$ cat src/rtl/sprite_move_scheduler.sv
// Per-frame movement sequencer: owns position and direction registers for all
// sprites and time-shares one maze legal-move query port, visiting sprites
// 0..NUM_SPRITES-1 once per frame_tick.
module sprite_move_scheduler #(
    parameter int                          NUM_SPRITES = 5,
    parameter logic [9:0]                  X_WRAP      = 10'd640,
    parameter logic [9:0]                  Y_MAX       = 10'd479,
    parameter logic [10*NUM_SPRITES-1:0]   INIT_X_FLAT = {NUM_SPRITES{10'd0}},
    parameter logic [10*NUM_SPRITES-1:0]   INIT_Y_FLAT = {NUM_SPRITES{10'd0}}
) (
    input  logic                         clk,
    input  logic                         rst,
    input  logic                         frame_tick,
    input  logic [4*NUM_SPRITES-1:0]     req_dir_flat,
    input  logic [8*NUM_SPRITES-1:0]     speed_flat,
    output logic                         qry_req,
    output logic [2:0]                   qry_id,
    output logic [9:0]                   qry_x,
    output logic [9:0]                   qry_y,
    input  logic                         qry_ack,
    input  logic [3:0]                   qry_legal,
    output logic [10*NUM_SPRITES-1:0]    pos_x_flat,
    output logic [10*NUM_SPRITES-1:0]    pos_y_flat,
    output logic [4*NUM_SPRITES-1:0]     cur_dir_flat,
    output logic                         busy,
    output logic                         frame_done,
    output logic                         overrun
);

    typedef enum logic [1:0] {S_IDLE, S_QUERY, S_UPDATE, S_DONE} state_t;

    localparam logic [2:0]  LAST_ID  = 3'(NUM_SPRITES - 1);
    localparam logic [10:0] WRAP_EXT = {1'b0, X_WRAP};
    localparam logic [10:0] YMAX_EXT = {1'b0, Y_MAX};

    state_t      state_q, state_d;
    logic [2:0]  id_q, id_d;
    logic [3:0]  legal_q, legal_d;
    logic        overrun_q, overrun_d;

    logic [9:0]  pos_x_q [NUM_SPRITES];
    logic [9:0]  pos_y_q [NUM_SPRITES];
    logic [3:0]  dir_q   [NUM_SPRITES];

    logic [9:0]  sel_x, sel_y;
    logic [3:0]  sel_dir, sel_req, req_low;
    logic [7:0]  sel_spd;
    logic [3:0]  new_dir;
    logic [9:0]  new_x, new_y;
    logic [10:0] ax_sum;

    // Pick out the registers and inputs belonging to the sprite being serviced.
    always_comb begin
        // NOTE: every combinational output gets a default first so no path leaves it unassigned (no latch).
        sel_x   = '0;
        sel_y   = '0;
        sel_dir = '0;
        sel_req = '0;
        sel_spd = '0;
        for (int i = 0; i < NUM_SPRITES; i++) begin
            if (id_q == 3'(i)) begin
                sel_x   = pos_x_q[i];
                sel_y   = pos_y_q[i];
                sel_dir = dir_q[i];
                sel_req = req_dir_flat[4*i +: 4];
                sel_spd = speed_flat[8*i +: 8];
            end
        end
    end

    // Resolve turn/keep/stop, then step along the one chosen axis with tunnel wrap or saturation.
    always_comb begin
        req_low = sel_req & (~sel_req + 4'd1);
        if ((req_low & legal_q) != 4'b0000) begin
            new_dir = req_low;
        end else if ((sel_dir & legal_q) != 4'b0000) begin
            new_dir = sel_dir;
        end else begin
            new_dir = 4'b0000;
        end

        new_x  = sel_x;
        new_y  = sel_y;
        ax_sum = '0;
        case (new_dir)
            4'b0001: begin
                if ({1'b0, sel_x} >= {3'b000, sel_spd}) ax_sum = {1'b0, sel_x} - {3'b000, sel_spd};
                else                                    ax_sum = {1'b0, sel_x} + WRAP_EXT - {3'b000, sel_spd};
                new_x = ax_sum[9:0];
            end
            4'b0010: begin
                ax_sum = {1'b0, sel_x} + {3'b000, sel_spd};
                if (ax_sum >= WRAP_EXT) ax_sum = ax_sum - WRAP_EXT;
                new_x = ax_sum[9:0];
            end
            4'b0100: begin
                if ({1'b0, sel_y} >= {3'b000, sel_spd}) ax_sum = {1'b0, sel_y} - {3'b000, sel_spd};
                else                                    ax_sum = '0;
                new_y = ax_sum[9:0];
            end
            4'b1000: begin
                ax_sum = {1'b0, sel_y} + {3'b000, sel_spd};
                if (ax_sum > YMAX_EXT) ax_sum = YMAX_EXT;
                new_y = ax_sum[9:0];
            end
            default: ;
        endcase
    end

    // FSM state and pass-control registers.
    always_ff @(posedge clk or posedge rst) begin
        if (rst) begin
            state_q   <= S_IDLE;
            id_q      <= '0;
            legal_q   <= '0;
            overrun_q <= 1'b0;
        end else begin
            // NOTE: sequential state uses non-blocking assignments so all registers update from pre-edge values.
            state_q   <= state_d;
            id_q      <= id_d;
            legal_q   <= legal_d;
            overrun_q <= overrun_d;
        end
    end

    // Next-state logic: walk the sprites one query/update pair at a time.
    always_comb begin
        state_d   = state_q;
        id_d      = id_q;
        legal_d   = legal_q;
        overrun_d = overrun_q | (frame_tick & (state_q != S_IDLE));
        case (state_q)
            S_IDLE: begin
                if (frame_tick) begin
                    id_d    = '0;
                    state_d = S_QUERY;
                end
            end
            S_QUERY: begin
                if (qry_ack) begin
                    legal_d = qry_legal;
                    state_d = S_UPDATE;
                end
            end
            S_UPDATE: begin
                if (id_q == LAST_ID) begin
                    state_d = S_DONE;
                end else begin
                    id_d    = id_q + 3'd1;
                    state_d = S_QUERY;
                end
            end
            S_DONE:  state_d = S_IDLE;
            default: state_d = S_IDLE;
        endcase
    end

    // Outputs decoded from the state; query fields read 0 outside QUERY.
    always_comb begin
        qry_req    = (state_q == S_QUERY);
        qry_id     = qry_req ? id_q  : 3'd0;
        qry_x      = qry_req ? sel_x : 10'd0;
        qry_y      = qry_req ? sel_y : 10'd0;
        busy       = (state_q != S_IDLE);
        frame_done = (state_q == S_DONE);
        overrun    = overrun_q;
    end

    // Per-sprite position/direction registers; only the serviced sprite is written, in UPDATE.
    always_ff @(posedge clk or posedge rst) begin
        if (rst) begin
            // NOTE: these arrays are architecturally visible state, so they are reset element by element (not a RAM).
            for (int i = 0; i < NUM_SPRITES; i++) begin
                pos_x_q[i] <= INIT_X_FLAT[10*i +: 10];
                pos_y_q[i] <= INIT_Y_FLAT[10*i +: 10];
                dir_q[i]   <= 4'b0000;
            end
        end else if (state_q == S_UPDATE) begin
            for (int i = 0; i < NUM_SPRITES; i++) begin
                if (id_q == 3'(i)) begin
                    pos_x_q[i] <= new_x;
                    pos_y_q[i] <= new_y;
                    dir_q[i]   <= new_dir;
                end
            end
        end
    end

    // Flatten the register arrays onto the output buses.
    always_comb begin
        pos_x_flat   = '0;
        pos_y_flat   = '0;
        cur_dir_flat = '0;
        for (int i = 0; i < NUM_SPRITES; i++) begin
            pos_x_flat[10*i +: 10]  = pos_x_q[i];
            pos_y_flat[10*i +: 10]  = pos_y_q[i];
            cur_dir_flat[4*i +: 4]  = dir_q[i];
        end
    end

endmodule

$ cat config.mk
export PLATFORM = sky130hd
export DESIGN_NAME = sprite_move_scheduler
export DESIGN_NICKNAME = d
export VERILOG_FILES = /design/src/rtl/sprite_move_scheduler.sv
export SDC_FILE = /design/constraint.sdc
export NUM_CORES = 1
export LEC_CHECK = 0
export CAP_MARGIN = 5
export CORE_ASPECT_RATIO = 1.2
export CORE_MARGIN = 8
export CORE_UTILIZATION = 45
export CTS_CLUSTER_DIAMETER = 100
export CTS_CLUSTER_SIZE = 25
export DETAILED_ROUTE_END_ITERATION = 10
export GPL_ROUTABILITY_DRIVEN = 0
export HOLD_SLACK_MARGIN = 0.03
export MAX_ROUTING_LAYER = met4
export PLACE_DENSITY = 0.81
export SETUP_SLACK_MARGIN = 0.2
export SLEW_MARGIN = 20
export SYNTH_ARGS = -nofsm -noshare
export SYNTH_HDL_FRONTEND = slang
export SYNTH_SLANG_ARGS = --single-unit
$ cat constraint.sdc
create_clock -name clk -period 6.5 [get_ports clk]
set_clock_uncertainty 0.15 [all_clocks]
set_input_delay 1.95 -clock clk [delete_from_list [all_inputs] [get_ports clk]]
set_output_delay 1.95 -clock clk [all_outputs]
set_load 0.1 [all_outputs]
== Word level (Yosys, flattened, before mapping) ==
Cells that the tools add are included.
Word-level totals
  output and inout port bits: 147
  word-level logic and storage cells: 109
  register bits after elaboration: 130
  input port bits: 68
Cells by class
  order comparisons: 4
  bitwise gates (word level): 6
  reductions and logical operators: 14
  $add $sub $neg: 9
  equal/unequal tests: 14
  multiplexer cells: 43
Operators by type and width (number)
  $mux 10: 16
  $mux 4: 12
  $mux 8: 5
  $pmux 10 s2: 2
  $sub 10x8->10: 3
  $add 10x8->11: 2
  $ge 10x8->1: 2
  $reduce_and 2->1: 7
  $and 4x4->4: 3
  $ge 11x10->1 const B: 1
  $gt 11x9->1 const B: 1
  $add 10x10->10 const B: 1
  $sub 10x10->10 const B: 1
  $mux 3: 3
  $pmux 2 s4: 1
  $reduce_bool 4->1: 2
  $eq 3x2->1 const B: 2
  $mux 2: 3
  $pmux 3 s2: 1
  $add 4x1->4 const B: 1
  $eq 2x2->1 const B: 2
  $eq 4x1->1 const B: 1
  $eq 4x2->1 const B: 1
  $eq 4x3->1 const B: 1
  other kinds (14): 16

== Longest topological paths before layout ==
  depth after elaboration: 14
  depth in mapped cells: 27
  mapped depth without buffers: 23

== Worst setup path after synthesis ==
Ideal clock, no wire load.
  kind: register -> output
  start: register id_q[1]
  end: output port qry_x[3]
  cell stages (with the launch flop): 14
  slack: 521 ps
  buffers on the path: 4
  arrival time: 3879 ps
  path through: dfrtp_1 -> inv_1 -> ha_1 -> buf_2 -> buf_2 -> nor2b_1 -> clkbuf_1 -> clkbuf_1 -> a22oi_1 -> a211oi_1 -> a21oi_1 -> a21oi_1 -> inv_1 -> nor2_1
On the way
  cells in the longest elaborated chain, start to end: 7
  elaborated cells between the ends (all ways): 11
  classes of those cells: eq/ne (4); mux (6); reduce/logical (1)
Ends and longest elaborated chain
  start, declared: RTL line 37  | logic [2:0] id_q, id_d;
  start signal, assigned: RTL line 120  | id_q <= id_d;
  $logic_not 3->1: RTL line 61  | if (id_q == 3'(i)) begin
  $mux 10 (4 in series): RTL line 61
  $mux 10 (*): RTL line 61
  $mux 10 (*): RTL line 162  | qry_x = qry_req ? sel_x : 10'd0;
  end, declared: RTL line 18  | output logic [9:0] qry_x,
Mark *: on every way between the ends. The rest lies on a longest branch, timed or not.

== Final worst setup path ==
  start: register id_q[1]
  end: register pos_x_q, in the netlist pos_x_flat[48]
On the way
  cells in the longest elaborated chain, start to end: 14
  elaborated cells between the ends (all ways): 47
  classes of those cells: add/sub (6); order compare (2); eq/ne (6); mux (25); bitwise (4); reduce/logical (4)
Ends and longest elaborated chain
  branches (longest 14 deep; another with $add 10x8->11)
  end signal, assigned by index: RTL line 174  | pos_x_q[i] <= INIT_X_FLAT[10*i +: 10];
  end signal, assigned by index: RTL line 181  | pos_x_q[i] <= new_x;
  end, declared: RTL line 41  | logic [9:0] pos_x_q [NUM_SPRITES];
Parallel ways; which one is timed is not known.
A chain may end at the register's enable or synchronous reset.

==> results by group <==
Timing
  • Max-slew violations: 0
  • F_max: 166 MHz
  • Fin crit share: 92.5%
  • Hold WS: 0.313 ns
  • Final setup vio count: 0
  • Worst-margin pin slew: 1.11 ns
  • Setup TNS Final: 0 ns
  • Final Hold Fails: 0
  • Unrepaired setup endpoints after global routing: no
  • Slew headroom: 25.7%
  • Minimum clock period: 6.01 ns

Place
  • Final HPWL DP: 27200 um
  • Input/output buffers: 214
  • Dpl cell area: 0.0122 mm2

Setup path
  • Stages on worst setup path: 21
  • Setup crit start kind: flip-flop
  • Crit end category: flip-flop
  • CP Buf/Inv Count: 4
  • CP Cell Sequence: inv_1 -> ha_1 -> buf_4 -> nor2_2 -> buf_4 -> a22oi_1 -> a211oi_1 -> a21oi_1 -> a21oi_1 -> ha_1 -> o21a_1 -> o31a_1 -> o41a_1 -> nor2_1 -> xnor2_1 -> inv_1 -> ha_1 -> nor3b_1 -> a211oi_1 -> a221oi_2 -> o21ai_1
  • Worst-case reg-to-reg path depth: 21
  • Most frequent cell on the critical path: ha_1
  • Crit Path Class: reg2reg
  • Crit-path max FO: 26
  • Delay-heaviest family, CP: compound AO/OA/AOI/OAI gates
  • CP peak stage delay: 0.65 ns
  • CP max stage cell: a21oi_1
  • Worst EP required: 6.63 ns
  • Critical path arrival: 6.15 ns

Clock network
  • Clock sinks: 130
  • Clock Path Buffers: 2
  • Root buffer cell: clkbuf_16
  • Htree depth: 4
  • CTS tree: done
  • Clk_lat worst skew: 0.43 ns
  • Clock transition at the registers of the reported paths: 0.06 ns
  • CTS Buf Count: 17

Logic synthesis
  • Synth top area cells: dfrtp_1, ha_1, o21ai_0
  • Yosys top cell area share: 33.6%
  • Synth Area in Compound Gates: 29.3%
  • Ys Warns: 0
  • Syn Area/Cell: 8.39 um2
  • Top post-synthesis cells by count: nor2_1, dfrtp_1, nand2_1
  • Post-synthesis register bit count: 130
  • Synthesized cell area: 0.00969 mm2
  • Count leader, synth: nor2_1
  • Most used DFF post-synth: dfrtp_1
  • Yosys cell types: 86
  • Mux contribution to synthesized area: 1.65%
  • Cell taking the most area after synthesis: dfrtp_1
  • Seq/Total Area, Yosys: 33.6%
  • Post-synth EDFFs: 0
  • Syn Nets: 1283
  • Synth Area in Adders: 8.73%
  • Main combinational cell family by area after synthesis: compound AO/OA/AOI/OAI gates
  • Cells after synthesis: 1154
  • Post-synthesis simple-gate area fraction: 18.2%
  • Post-synthesis xor/xnor area fraction: 2.53%
  • Asr flop ratio synth: 100%

GRT
  • Pin count of the biggest net entering global routing: 61
  • GRT overflow: 0
  • Antenna violations before repair: 0
  • Vias in the first global route: 10100
  • GRT Util Overall: 27.9%
  • First-pass GRT wire length: 56000 um

Routing
  • DRC violations left: 0
  • Total Wirelength: 36400 um
  • Iteration-0 DRC Markers: 837
  • Avg WL per Cell: 22.1 um
  • Drt via density: 6.12
  • Drt first pass iters: 6
  • Routed Antenna Nets: 0
  • Via count: 10100

Final layout
  • Layout cell share with drive strength beyond 1: 11.4%
  • N_diodes: 0
  • Post-route cell area: 0.0128 mm2
  • Layout Nets: 1489
  • Area delta synth->final: 31.7%

Floorplanning
  • I/O pins: 215
  • DIE AREA: 0.0265 mm2
  • # rows: 59
  • Die X: 150 um
  • Core Area: 0.0214 mm2
  • Die height: 177 um
  • Starting density of the core: 45.2%

Hold path
  • Hold path depth: 1
  • Min-delay worst type: reg2reg

Outcome
  • Outcome: completed

Run
  • Max Cap Viol: 0
## area by class of cell
type / instances / area [um2]
clock buffers: 19 / 433
clock inverters: 13 / 174
fillers: 1821 / 8650
inverters: 64 / 243
multi-input cells: 886 / 5870
flip-flops and latches: 130 / 3250
well taps: 274 / 343
repair buffers: 261 / 2440
## cell families after synthesis
| logic type | count (synthesis) |
|---|---|
| AO/OA/AOI/OAI | 415 |
| AND/OR/NAND/NOR | 367 |
| XOR/XNOR | 28 |
| flip-flops | 130 |
| buffers and inverters | 138 |
| adder cells (fa/ha/maj) | 61 |
| multiplexers | 15 |
## sequential cells by signal, indices dropped and copies added, names as in the netlist
name and cells:
cur_dir_flat 20, id_q 3, legal_q 4, overrun 1, pos_x_flat 50, pos_y_flat 50, state_q 2
## worst register-to-register path, stage by stage, from the launching register on
cell	delay [ns]
dfrtp_1	0.43
inv_1	0.11
ha_1	0.19
buf_4	0.22
nor2_2	0.43
buf_4	0.33
a22oi_1	0.14
a211oi_1	0.27
a21oi_1	0.07
a21oi_1	0.65
ha_1	0.47
o21a_1	0.25
o31a_1	0.14
o41a_1	0.34
nor2_1	0.24
xnor2_1	0.17
inv_1	0.08
ha_1	0.30
nor3b_1	0.23
a211oi_1	0.09
a221oi_2	0.44
o21ai_1	0.11
## cells in the final DEF (no fill, tap or decap), types with 17 or more instances in the layout
master           instances
clkdlybuf4s50_1        194
nor2_1                 130
dfrtp_1                130
nand2_1                125
o21ai_0                105
a21oi_1                 69
buf_4                   67
inv_1                   60
ha_1                    49
a211oi_1                46
a31oi_1                 27
o21ai_1                 26
a22oi_1                 26
xnor2_1                 23
clkbuf_16               17
## what timing repair did
| item | in CTS | in global routing |
|---|---|---|
| setup buffers | 0 | 0 |
| setup endpoints to repair | 0 | 15 |
| hold buffers | 0 | 0 |
| gates resized for setup | 0 | 1 |
## worst paths after layout
path / from / end / slack (ns)
worst max-delay path: id_q[1] / pos_x_flat[48] / 0.49
worst min-delay path: overrun / overrun / 0.31
worst max register to register: id_q[1] / pos_x_flat[48] / 0.49
worst min register to register: overrun / overrun / 0.31
max in group asynchronous: rst / pos_y_flat[42] / 3.29
min in group asynchronous: rst / cur_dir_flat[17] / 1.86
## stage by stage
| stage | cells | setup slack [ns] | util (%) |
|---|---|---|---|
| after floorplan | 1154 | 0.521 | - |
| after global placement | 1615 | 0.128 | 56.7 |
| after detailed placement | 1615 | 0.0554 | 56.8 |
| after CTS | 1647 | 0.438 | 59.6 |
| after global routing | 1647 | 0.207 | 59.6 |
| final | 1647 | 0.487 | 59.6 |
## layer usage
| layer | up-vias | wire (um) | track usage, % |
|---|---|---|---|
| li1 | 4571 | - | - |
| met2 | 539 | 17400 | 45.6 |
| met4 | 0 | 2310 | 16.9 |
| met3 | 158 | 3020 | 5.14 |
| met1 | 4808 | 13600 | 31.3 |
| met5 | - | 0 | - |
Power is not shown: default switching activity piles up to over one toggle a cycle in this logic, so the estimate is an artifact.
